## src/rtl/flow_pop_scheduler.sv

```systemverilog
// Per-flow push router and round-robin pop scheduler for the flow rank store.
// Define STRICT_PRIO_EN for fixed priority (flow 0 highest) instead of round-robin.
module flow_pop_scheduler #(
  parameter int SIZE   = 50,
  parameter int FLOWS  = 10,
  parameter int FLOW_W = $clog2(FLOWS)
) (
  input  logic              clk,
  input  logic              rst,
  input  logic              in_push,
  input  logic [31:0]       in_rank,
  input  logic [31:0]       in_value,
  input  logic [FLOW_W-1:0] in_flow,
  output logic              in_ready,
  input  logic              deq_req,
  output logic              out_valid,
  output logic [31:0]       out_value,
  output logic [31:0]       out_rank,
  output logic [FLOW_W-1:0] out_flow,
  output logic              out_empty,
  output logic [FLOWS-1:0]  flow_empty,
  output logic              st_push,
  output logic [31:0]       st_push_rank,
  output logic [31:0]       st_push_value,
  output logic [FLOWS-1:0]  st_push_flow,
  output logic              st_pop,
  output logic [FLOWS-1:0]  st_pop_flow,
  input  logic [31:0]       st_pop_value,
  input  logic [31:0]       st_pop_rank,
  input  logic              st_pop_valid
);

  localparam int CNT_W = $clog2(SIZE + 1);

  typedef enum logic [1:0] {
    IDLE,
    ISSUE,
    WAIT
  } state_t;

  state_t            state;
  state_t            state_d;
  logic [CNT_W-1:0]  cnt [FLOWS];
  logic [FLOWS-1:0]  nonempty;
  logic [FLOWS-1:0]  sel_oh;
  logic [FLOWS-1:0]  pop_oh;
  logic [FLOW_W-1:0] grant;
  logic [FLOW_W-1:0] sel;
  logic [FLOW_W-1:0] rr_ptr;
  logic              sel_ok;
  logic              issue_go;
  logic              empty_go;
  logic              capture;

  always_comb begin
    for (int f = 0; f < FLOWS; f++) begin
      nonempty[f] = (cnt[f] != '0);
    end
  end

  assign flow_empty = ~nonempty;

  // Walk the flows explicitly so an out-of-range in_flow never indexes cnt.
  always_comb begin
    in_ready = 1'b0;
    for (int f = 0; f < FLOWS; f++) begin
      if (in_flow == FLOW_W'(f) && cnt[f] < CNT_W'(SIZE)) begin
        in_ready = 1'b1;
      end
    end
  end

  assign st_push       = in_push & in_ready;
  assign st_push_rank  = in_rank;
  assign st_push_value = in_value;

  always_comb begin
    for (int f = 0; f < FLOWS; f++) begin
      st_push_flow[f] = st_push && (in_flow == FLOW_W'(f));
    end
  end

`ifdef STRICT_PRIO_EN
  always_comb begin
    sel    = '0;
    sel_ok = 1'b0;
    for (int f = FLOWS - 1; f >= 0; f--) begin
      if (nonempty[f]) begin
        sel    = FLOW_W'(f);
        sel_ok = 1'b1;
      end
    end
  end
`else
  // Descending scan so the nearest flow after rr_ptr is written last.
  always_comb begin
    int idx;
    idx    = 0;
    sel    = '0;
    sel_ok = 1'b0;
    for (int i = FLOWS; i >= 1; i--) begin
      idx = int'(rr_ptr) + i;
      if (idx >= FLOWS) idx = idx - FLOWS;
      if (nonempty[idx]) begin
        sel    = FLOW_W'(idx);
        sel_ok = 1'b1;
      end
    end
  end
`endif

  assign sel_oh = {{(FLOWS-1){1'b0}}, 1'b1} << sel;

  always_comb begin
    pop_oh = '0;
    if (state == ISSUE) begin
      pop_oh = {{(FLOWS-1){1'b0}}, 1'b1} << grant;
    end
  end

  always_comb begin
    state_d  = state;
    issue_go = 1'b0;
    empty_go = 1'b0;
    capture  = 1'b0;
    unique case (state)
      IDLE: begin
        if (deq_req) begin
          if (sel_ok) begin
            issue_go = 1'b1;
            state_d  = ISSUE;
          end else begin
            empty_go = 1'b1;
          end
        end
      end
      ISSUE: state_d = WAIT;
      WAIT: begin
        if (st_pop_valid) begin
          capture = 1'b1;
          state_d = IDLE;
        end
      end
      default: state_d = IDLE;
    endcase
  end

  always_ff @(posedge clk or posedge rst) begin
    if (rst) begin
      state       <= IDLE;
      grant       <= '0;
      rr_ptr      <= FLOW_W'(FLOWS - 1);
      st_pop      <= 1'b0;
      st_pop_flow <= '0;
      out_valid   <= 1'b0;
      out_empty   <= 1'b0;
      out_value   <= '0;
      out_rank    <= '0;
      out_flow    <= '0;
    end else begin
      state       <= state_d;
      st_pop      <= issue_go;
      st_pop_flow <= issue_go ? sel_oh : '0;
      out_valid   <= capture;
      out_empty   <= empty_go;
      if (issue_go) begin
        grant <= sel;
`ifndef STRICT_PRIO_EN
        rr_ptr <= sel;
`endif
      end
      if (capture) begin
        out_value <= st_pop_value;
        out_rank  <= st_pop_rank;
        out_flow  <= grant;
      end
    end
  end

  // A push and a pop on the same flow cancel out.
  always_ff @(posedge clk or posedge rst) begin
    if (rst) begin
      for (int f = 0; f < FLOWS; f++) begin
        cnt[f] <= '0;
      end
    end else begin
      for (int f = 0; f < FLOWS; f++) begin
        if (st_push_flow[f] && !pop_oh[f]) begin
          cnt[f] <= cnt[f] + CNT_W'(1);
        end else if (!st_push_flow[f] && pop_oh[f]) begin
          cnt[f] <= cnt[f] - CNT_W'(1);
        end
      end
    end
  end

endmodule

```

## config.mk

```make
export PLATFORM = sky130hd
export DESIGN_NAME = flow_pop_scheduler
export DESIGN_NICKNAME = d
export VERILOG_FILES = /design/src/rtl/flow_pop_scheduler.sv
export SDC_FILE = /design/constraint.sdc
export NUM_CORES = 1
export LEC_CHECK = 0
export CORE_MARGIN = 2
export CORE_UTILIZATION = 30
export CTS_CLUSTER_SIZE = 8
export DETAILED_ROUTE_END_ITERATION = 10
export PLACE_DENSITY = 0.64
export SLEW_MARGIN = 20
export SYNTH_ARGS = -nofsm -noshare
export SYNTH_HDL_FRONTEND = slang
export SYNTH_SLANG_ARGS = --single-unit
```

## constraint.sdc

```tcl
create_clock -name clk -period 5.8 [get_ports clk]
set_clock_uncertainty 0.2 [all_clocks]
set_input_delay 1.16 -clock clk [delete_from_list [all_inputs] [get_ports clk]]
set_output_delay 1.16 -clock clk [all_outputs]
set_load 0.01 [all_outputs]
```

## After elaboration in Yosys (flattened, before gate mapping)

Cells that the tools add are included.

| word-level totals | value |
|---|---|
| register bits | 151 |
| bits of input ports | 137 |
| output and inout bits | 167 |

| operators by class | value |
|---|---|
| add/subtract/negate cells | 40 |
| $lt $le $gt $ge | 30 |
| equality and inequality tests | 14 |
| shift operators | 2 |
| multiplexer cells | 104 |
| bitwise gates (word level) | 2 |
| reductions and logical operators | 83 |

Operators by type and width:

| cell | count |
|---|---|
| $lt A32 B6 Y1 const B | 10 |
| $mux W32 | 10 |
| $mux W6 | 20 |
| $add A6 B1 Y6 const B | 10 |
| $lt A6 B6 Y1 const B | 10 |
| $reduce_bool A6 Y1 | 10 |
| $sub A5 B4 Y6 const B | 10 |
| $sub A6 B1 Y6 const B | 10 |
| $ge A5 B4 Y1 const B | 10 |
| $mux W1 | 48 |
| $bmux W1 S4 | 10 |
| $logic_and A1 B1 Y1 | 40 |
| $mux W4 | 10 |
| $add A4 B3 Y5 const B | 4 |
| $logic_not A1 Y1 | 20 |
| $mux W10 | 2 |
| $reduce_bool A2 Y1 | 10 |
| $shl A1 B4 Y10 const A | 2 |
| $eq A4 B3 Y1 const B | 4 |
| $add A4 B4 Y5 const B | 3 |
| $add A4 B2 Y5 const B | 2 |
| $not A10 Y10 | 1 |
| $eq A4 B2 Y1 const B | 2 |
| $eq A4 B4 Y1 const B | 2 |
| other kinds (11) | 15 |

## Longest topological paths before layout

Gate-level depths: netlist (run 1).

| depth | value |
|---|---|
| word-level depth | 20 |
| gate-level depth with buffers | 20 |

## Worst setup path after synthesis (run 1)

Ideal clock, no wire load.

| timing | value |
|---|---|
| path kind | reg-to-reg |
| from | reg rr_ptr[0] |
| to | reg grant[0] |
| setup time | 0.125 ns |
| arrival time | 4.365 ns |
| required time | 5.475 ns |
| slack | 1.110 ns |
| cell stages (with the launch flop) | 19 |
| buffers on the path | 5 |
| cells stage by stage | dfstp_2 > buf_2 > inv_2 > buf_2 > ha_1 > clkbuf_1 > clkbuf_1 > inv_1 > ha_1 > inv_1 > o211a_1 > a221oi_4 > mux2i_1 > or3b_4 > and3_4 > buf_6 > and4_4 > a31oi_4 > mux2_2 |

| between the ends | value |
|---|---|
| longest elaborated chain between the ends | 19 |

RTL lines:

| item | line | RTL |
|---|---|---|
| start: declaration | 49 | `logic [FLOW_W-1:0] rr_ptr;` |
| start signal: assignment | 152 | `rr_ptr <= FLOW_W'(FLOWS - 1);` |
| start signal: assignment | 169 | `rr_ptr <= sel;` |
| $add A4 B4 Y5 | 102 | `idx = int'(rr_ptr) + i;` |
| $sub A5 B4 Y6 or $ge A5 B4 Y1 (tied branches) | 103 | `if (idx >= FLOWS) idx = idx - FLOWS;` |
| $mux W32 | 103 |  |
| $bmux W1 S4 | 104 | `if (nonempty[idx]) begin` |
| $mux W1 (not written as such) (2 in a row) | 104 |  |
| $mux W1 (9 in a row) | 104 |  |
| $mux W1 (*) | 104 |  |
| $mux W1 (*) | 129 | `if (sel_ok) begin` |
| $mux W1 (*) | 128 | `if (deq_req) begin` |
| $mux W1 (*) | 126 | `unique case (state)` |
| via issue_go | 51 | `logic issue_go;` |
| end signal: assignment | 167 | `grant <= sel;` |
| end: declaration | 47 | `logic [FLOW_W-1:0] grant;` |

The timed path passes the listed nets; every way through them passes the cells marked *. The select of a mux whose other input is x is not followed.
A chain may end at the register's enable or synchronous reset.

## Worst setup path after layout (run 1)

| timing | value |
|---|---|
| from | in in_flow[2] |
| to | out st_push_flow[4] |

| between the ends | value |
|---|---|
| longest elaborated chain between the ends | 14 |

RTL lines:

| item | line | RTL |
|---|---|---|
| start: declaration | 13 | `input logic [FLOW_W-1:0] in_flow,` |
| $logic_not A4 Y1 | 67 | `if (in_flow == FLOW_W'(f) && cnt[f] < CNT_W'(SIZE)) begin` |
| $logic_and A1 B1 Y1 | 67 |  |
| $mux W1 (10 in a row) | 67 |  |
| $and A1 B1 Y1 | 73 | `assign st_push = in_push & in_ready;` |
| $logic_and A1 B1 Y1 (*) | 79 | `st_push_flow[f] = st_push && (in_flow == FLOW_W'(f));` |
| end: declaration | 25 | `output logic [FLOWS-1:0] st_push_flow,` |

Every way passes the cells marked *; elsewhere a longest branch is shown, timed or not.

==> metrics.cfg, run 1 <==
[logic_synthesis]
syn-num-nets = 1464
synth.largest_area_cell = dfrtp_1
synth.yosys.seq_area_share_pct = 34.58
synthArstFlopShare_pct = 100.0
ys_types = 84
ys_seq_elements = 149
synth_top_area_share_pct = 34.09
synthTopCellsByArea = dfrtp_1 34%, nand2_1 9.4%, ha_1 8.5%
synth_ff_type = dfrtp_1
syn-cell-area_mm2 = 0.01079
synth_enable_flop_cells = 0
yosys_warnings = 0
synth_area_per_cell_um2 = 8.674
syn_inst = 1244

[worst_setup_path]
r2r_end = st_pop_flow[3]$_DFF_PP0_
crit_arrival_ps = 3970
cp-end-kind = output pin
cp-start-kind = input port
crit_path_end = st_push_flow[4]
rrSetupSlack_ps = 850
r2r.worst_path.cells = 14
r2r_start = rr_ptr[0]$_DFFE_PP1P_
crit_type = in2out
cp_cell_sequence = clkdlybuf4s50_1 -> a311oi_1 -> a31oi_1 -> a211oi_1 -> a311oi_1 -> inv_1 -> nand2_1 -> inv_1 -> nand3b_1 -> nor3_1 -> clkdlybuf4s50_1
worstPathMaxFanout = 9
required_ps = 4440
slowest_stage = clkdlybuf4s50_1
max_stage_delay_ps = 660
startpoint = in_flow[2]

[timing]
tns_ps = 0
slew_viol_final = 0
worstMarginPinSlew_ps = 966.3
finalSetupViolCount = 0
rsz0062_at_grt = no
period_needed_ps = 5335
max_freq_ghz = 0.1875
relSlewSlack_pct = 34.99
fin_hold_ws_ps = 272.2
finalHoldViolCount = 0
period_share_pct = 91.98

[clocking]
post_cts_buffers = 0
ctsResizeCount = 0
worstSkewPairLatency_ps = 440
root_buffer = clkbuf_16
clock_sinks = 149
cts_max_level = 4
clk_pin_slew_worst_paths_ps = 60
ctsHoldBuffers = 0
numCtsBuffers = 17
cts_buffer_depth = 2
cts_tree = built

[global_routing]
gr-usage-all-layers_pct = 16.68
grt_pass1_wl_um = 49910
gr-total-overflow = 0
grt_max_degree = 105
antenna_found_initial = 0
grt_pass1_vias = 8988

[pwr]
p_leak_nw = 5.899
peakVddDrop_uv = 349.6
p_per_area_mw_per_mm2 = 709.6

[run_status]
status = complete, no violations

[die]
core_mm2 = 0.03548
io_pins = 304
dieWidth_um = 193.7
start_util_pct = 30.41
rows = 69
fp.dieH_um = 193.7
dieArea_mm2 = 0.03750

[place]
io_buffers = 175
gp_congestion = 0.9042
dp_cells = 1787
dpl.hpwl_um = 23890
dpl-instance-area_mm2 = 0.01258

[route]
detail_route.first_pass.iterations = 5
vias = 9178
ant_nets = 0
avgViaCountPerCell = 5.043
wl_per_cell_um = 17.21
drc_errors = 0
wl_um = 31330
drtIter0Drc = 742

[cells_and_area]
fin_nets = 1566
num-fill-cells = 3583
diodes = 0
design_area_mm2 = 0.01323
utilization_pct = 37.29
drive_above_1_share_pct = 6.770
area_delta_synth_final_pct = 22.62
multi_input_area_mm2 = 0.006128
fin_cells = 1820
final-seq-area_mm2 = 0.003731

[job]
maxCapViolCount = 0

[hold_path]
min_path_type = reg2reg

-- placed cells by master (no fill, tap or decap), types with 12 or more instances in the layout --
cell and instances:
nand2_1 269, clkdlybuf4s50_1 175, dfrtp_1 147, ha_1 73, o21ai_0 60, inv_1 57
a21oi_1 57, nor2_1 51, xnor2_1 41, xor2_1 28, a21o_1 25, mux2i_1 24
nor3_1 21, buf_4 21, or3_1 17, clkbuf_16 17, nor2b_1 15, o21bai_1 13
nand2b_1 12, nand3_1 12
-- sequential cells by signal, summed over array words and instances (netlist names) --
signal / count
st_pop: 1
cnt: 60
rr_ptr: 2
out_valid: 1
state: 2
grant: 4
out_rank: 32
out_flow: 4
out_value: 32
out_empty: 1
st_pop_flow: 10
-- report_power, final --
group | switching, W | leakage [nW] | internal (W)
Combinational | 0.00359 | 3.78 | 0.00269
Sequential | 0.000394 | 1.82 | 0.00152
Clock | 0.000465 | 0.295 | 0.000735
Total | 0.00445 | 5.90 | 0.00494
-- cell usage after synthesis, drive strengths merged, types with 13 or more instances --
| library cell | instances |
|---|---|
| xor2 | 28 |
| nor2b | 15 |
| clkbuf | 35 |
| nor3 | 22 |
| or3 | 17 |
| xnor2 | 41 |
| ha | 73 |
| o21ai | 62 |
| mux2i | 26 |
| a21oi | 57 |
| o21bai | 13 |
| nor2 | 51 |
| a21o | 25 |
| inv | 60 |
| buf | 79 |
| nand2 | 271 |
| dfrtp | 147 |
-- logic make-up after synthesis --
group,synth area share [%]
AOI/OAI and AO/OA,16.56
adders and majority gates,10.32
buffers and inverters,8.627
muxes,3.734
and+or+nand+nor,20.37
xor gates and xnor gates,5.809
DFF,34.58
-- worst max-delay path, delay by kind of cell --
kind / cells / cell delay [ps]
buffers and inverters: 4 / 1420
AO/OA/AOI/OAI: 4 / 720
AND/OR/NAND/NOR: 3 / 670
-- cell type report --
class	count	share of cell area (%)
clock buffer	21	3.404
clock inverter	11	1.314
inverter	61	1.768
multi-input combinational	920	46.32
sequential	149	28.20
tap	461	4.359
timing repair buffer	197	14.64
-- per-stage QoR --
stage	worst slack (ps)	total power (W)
finish	465.4	0.009390
floorplan	435.3	0.006289
global placement	502.2	0.007961
detailed placement	386.0	0.008110
CTS	442.4	0.009361
global route	178.2	0.01017
-- routing by layer --
layer	vias to the layer above	share of wire [%]	global-route usage, %
li1	4461	-	-
met1	4416	45	21.93
met2	261	47	27.16
met3	40	5.8	4.262
met4	0	1.8	4.665
met5	-	0	0
-- how the worst min path moves through the flow --
stage	from	cells past startpoint	slack [ps]	to
3_3_place_gp	out_value[7]$_DFFE_PP0P_	2	260	out_value[7]$_DFFE_PP0P_
4_1_cts	out_rank[4]$_DFFE_PP0P_	2	280	out_rank[4]$_DFFE_PP0P_
2_1_floorplan	cnt[41]$_DFFE_PP0P_	1	250	cnt[41]$_DFFE_PP0P_
3_5_place_dp	out_rank[4]$_DFFE_PP0P_	2	260	out_rank[4]$_DFFE_PP0P_
5_1_grt	out_value[5]$_DFFE_PP0P_	2	290	out_value[5]$_DFFE_PP0P_
6_report	out_value[27]$_DFFE_PP0P_	2	270	out_value[27]$_DFFE_PP0P_
Power figures use the tool's default switching activity.
==> inputs of run 2 (changes only) <==
Settings changed: GPL_TIMING_DRIVEN from default to 1, SETUP_SLACK_MARGIN from default to 0.2.
==> metrics.cfg, run 2 (synthesis gave the netlist of run 1 again) <==
[timing]
max_freq_ghz = 0.1889
period_share_pct = 91.25
relSlewSlack_pct = 34.75
finalSetupViolCount = 0
slew_viol_final = 0
finalHoldViolCount = 0
period_needed_ps = 5293
rsz0062_at_grt = no
fin_hold_ws_ps = 272.2
worstMarginPinSlew_ps = 969.8
tns_ps = 0

[route]
drc_errors = 0
vias = 9195
ant_nets = 0
wl_um = 31370
detail_route.first_pass.iterations = 6
wl_per_cell_um = 17.24
drtIter0Drc = 722
avgViaCountPerCell = 5.052

[cells_and_area]
diodes = 0
largestRegisters = cnt: 60 flops, out_rank: 32 flops, out_value: 32 flops
layout_commonest_cell = nand2_1
largest_reg_flops = 60
top_register = cnt
fin_nets = 1566
num-fill-cells = 3582
area_delta_synth_final_pct = 22.67
utilization_pct = 37.30
layout_common_cells = 269 x nand2_1, 175 x clkdlybuf4s50_1, 147 x dfrtp_1, 73 x ha_1, 60 x o21ai_0
drive_above_1_share_pct = 6.843

[clocking]
cts_tree = built
ctsResizeCount = 0
cts_max_level = 4
worstSkewPairLatency_ps = 450
root_buffer = clkbuf_16
clock_sinks = 149
clk_pin_slew_worst_paths_ps = 60
post_cts_buffers = 0
ctsHoldBuffers = 0
cts_buffer_depth = 2
numCtsBuffers = 17

[die]
core_mm2 = 0.03548
start_util_pct = 30.41
rows = 69
io_pins = 304
fp.dieH_um = 193.7
dieArea_mm2 = 0.03750
dieWidth_um = 193.7

[worst_setup_path]
worstPathMaxFanout = 9
cp-end-kind = output pin
cp-start-kind = input port
r2r_end = st_pop_flow[3]$_DFF_PP0_
r2r.worst_path.cells = 14
crit_type = in2out
r2r_start = rr_ptr[0]$_DFFE_PP1P_
crit_arrival_ps = 3930
required_ps = 4440
rrSetupSlack_ps = 830

[global_routing]
grt_pass1_vias = 8988
gr-usage-all-layers_pct = 16.68
gr-total-overflow = 0
antenna_found_initial = 0
grt_pass1_wl_um = 49910
grt_max_degree = 105

[pwr]
p_sw_share_pct = 47.45
power_frac_comb_pct = 66.9
p_per_area_mw_per_mm2 = 709.8
p_sw_w = 0.004457
peakVddDrop_uv = 350.5
p_leak_nw = 5.900
seq_power_share_pct = 20.3
clock_power_share_pct = 12.8
intPower_w = 0.004937

[hold_path]
worst_hold_startpoint = out_value[27]$_DFFE_PP0P_
min_path_type = reg2reg
hold_depth = 2
holdPathEnd = out_value[27]$_DFFE_PP0P_

[place]
dpl.hpwl_um = 23890
gp_congestion = 0.9042
io_buffers = 175

[run_status]
status = complete, no violations

[job]
maxCapViolCount = 0

run 2: cell counts in the layout (fill, tap and decap cells not counted):
Identical to the previous run, type by type.
run 2: critical path: stages:
cell and delay (ps):
clkdlybuf4s50_1 560, a311oi_1 320, a31oi_1 70, a211oi_1 260
a311oi_1 80, inv_1 90, nand2_1 60, inv_1 110
nand3b_1 130, buf_4 180, nor2_1 300, clkdlybuf4s50_1 610
run 2: cell type report:
| cell class | instances | area [um^2] | area share [%] |
|---|---|---|---|
| flip-flops and latches | 149 | 3731 | 28.19 |
| clock inverters | 11 | 173.9 | 1.314 |
| repair buffers | 197 | 1937 | 14.63 |
| well taps | 461 | 576.8 | 4.358 |
| multi-input cells | 920 | 6133 | 46.34 |
| clock buffers | 21 | 450.4 | 3.403 |
| inverters | 61 | 234.0 | 1.768 |
run 2: routing by layer:
metal	vias up	GRT usage [%]	wire (um)
li1	4458	-	-
met1	4435	21.93	14130
met2	259	27.16	14860
met3	43	4.262	1796
met4	0	4.665	578
met5	-	0	0
run 2: how the worst max path moves through the flow:
stage / start / to / slack [ps] / cells after the start
floorplan: rst / cnt[0]$_DFFE_PP0P_ / 440 / 1
global placement: in_flow[2] / cnt[35]$_DFFE_PP0P_ / 500 / 20
detailed placement: in_flow[2] / cnt[35]$_DFFE_PP0P_ / 390 / 20
CTS: in_flow[2] / st_push_flow[4] / 440 / 11
global route: in_flow[2] / st_push_flow[6] / 250 / 12
finish: in_flow[2] / st_push_flow[6] / 510 / 12
run 2: metrics by stage:
| step | cells | power [W] | area (um^2) | setup slack [ps] |
|---|---|---|---|---|
| final | 1820 | 0.009395 | 13240 | 507.5 |
| after floorplan | 1244 | 0.006289 | 10790 | 435.3 |
| after detailed placement | 1787 | 0.008110 | 12580 | 386.0 |
| after global routing | 1820 | 0.01017 | 13240 | 252.3 |
| after global placement | 1787 | 0.007961 | 12580 | 502.2 |
| after CTS | 1819 | 0.009361 | 13200 | 442.4 |
run 2: power by group through the flow:
stage	Combinational [W]	Clock, W	Sequential (W)
final	0.00629	0.00120	0.00191
after global routing	0.00691	0.00128	0.00198
after CTS	0.00622	0.00123	0.00191
after detailed placement	0.00619	0	0.00192
after global placement	0.00605	0	0.00191
after floorplan	0.00434	0	0.00195
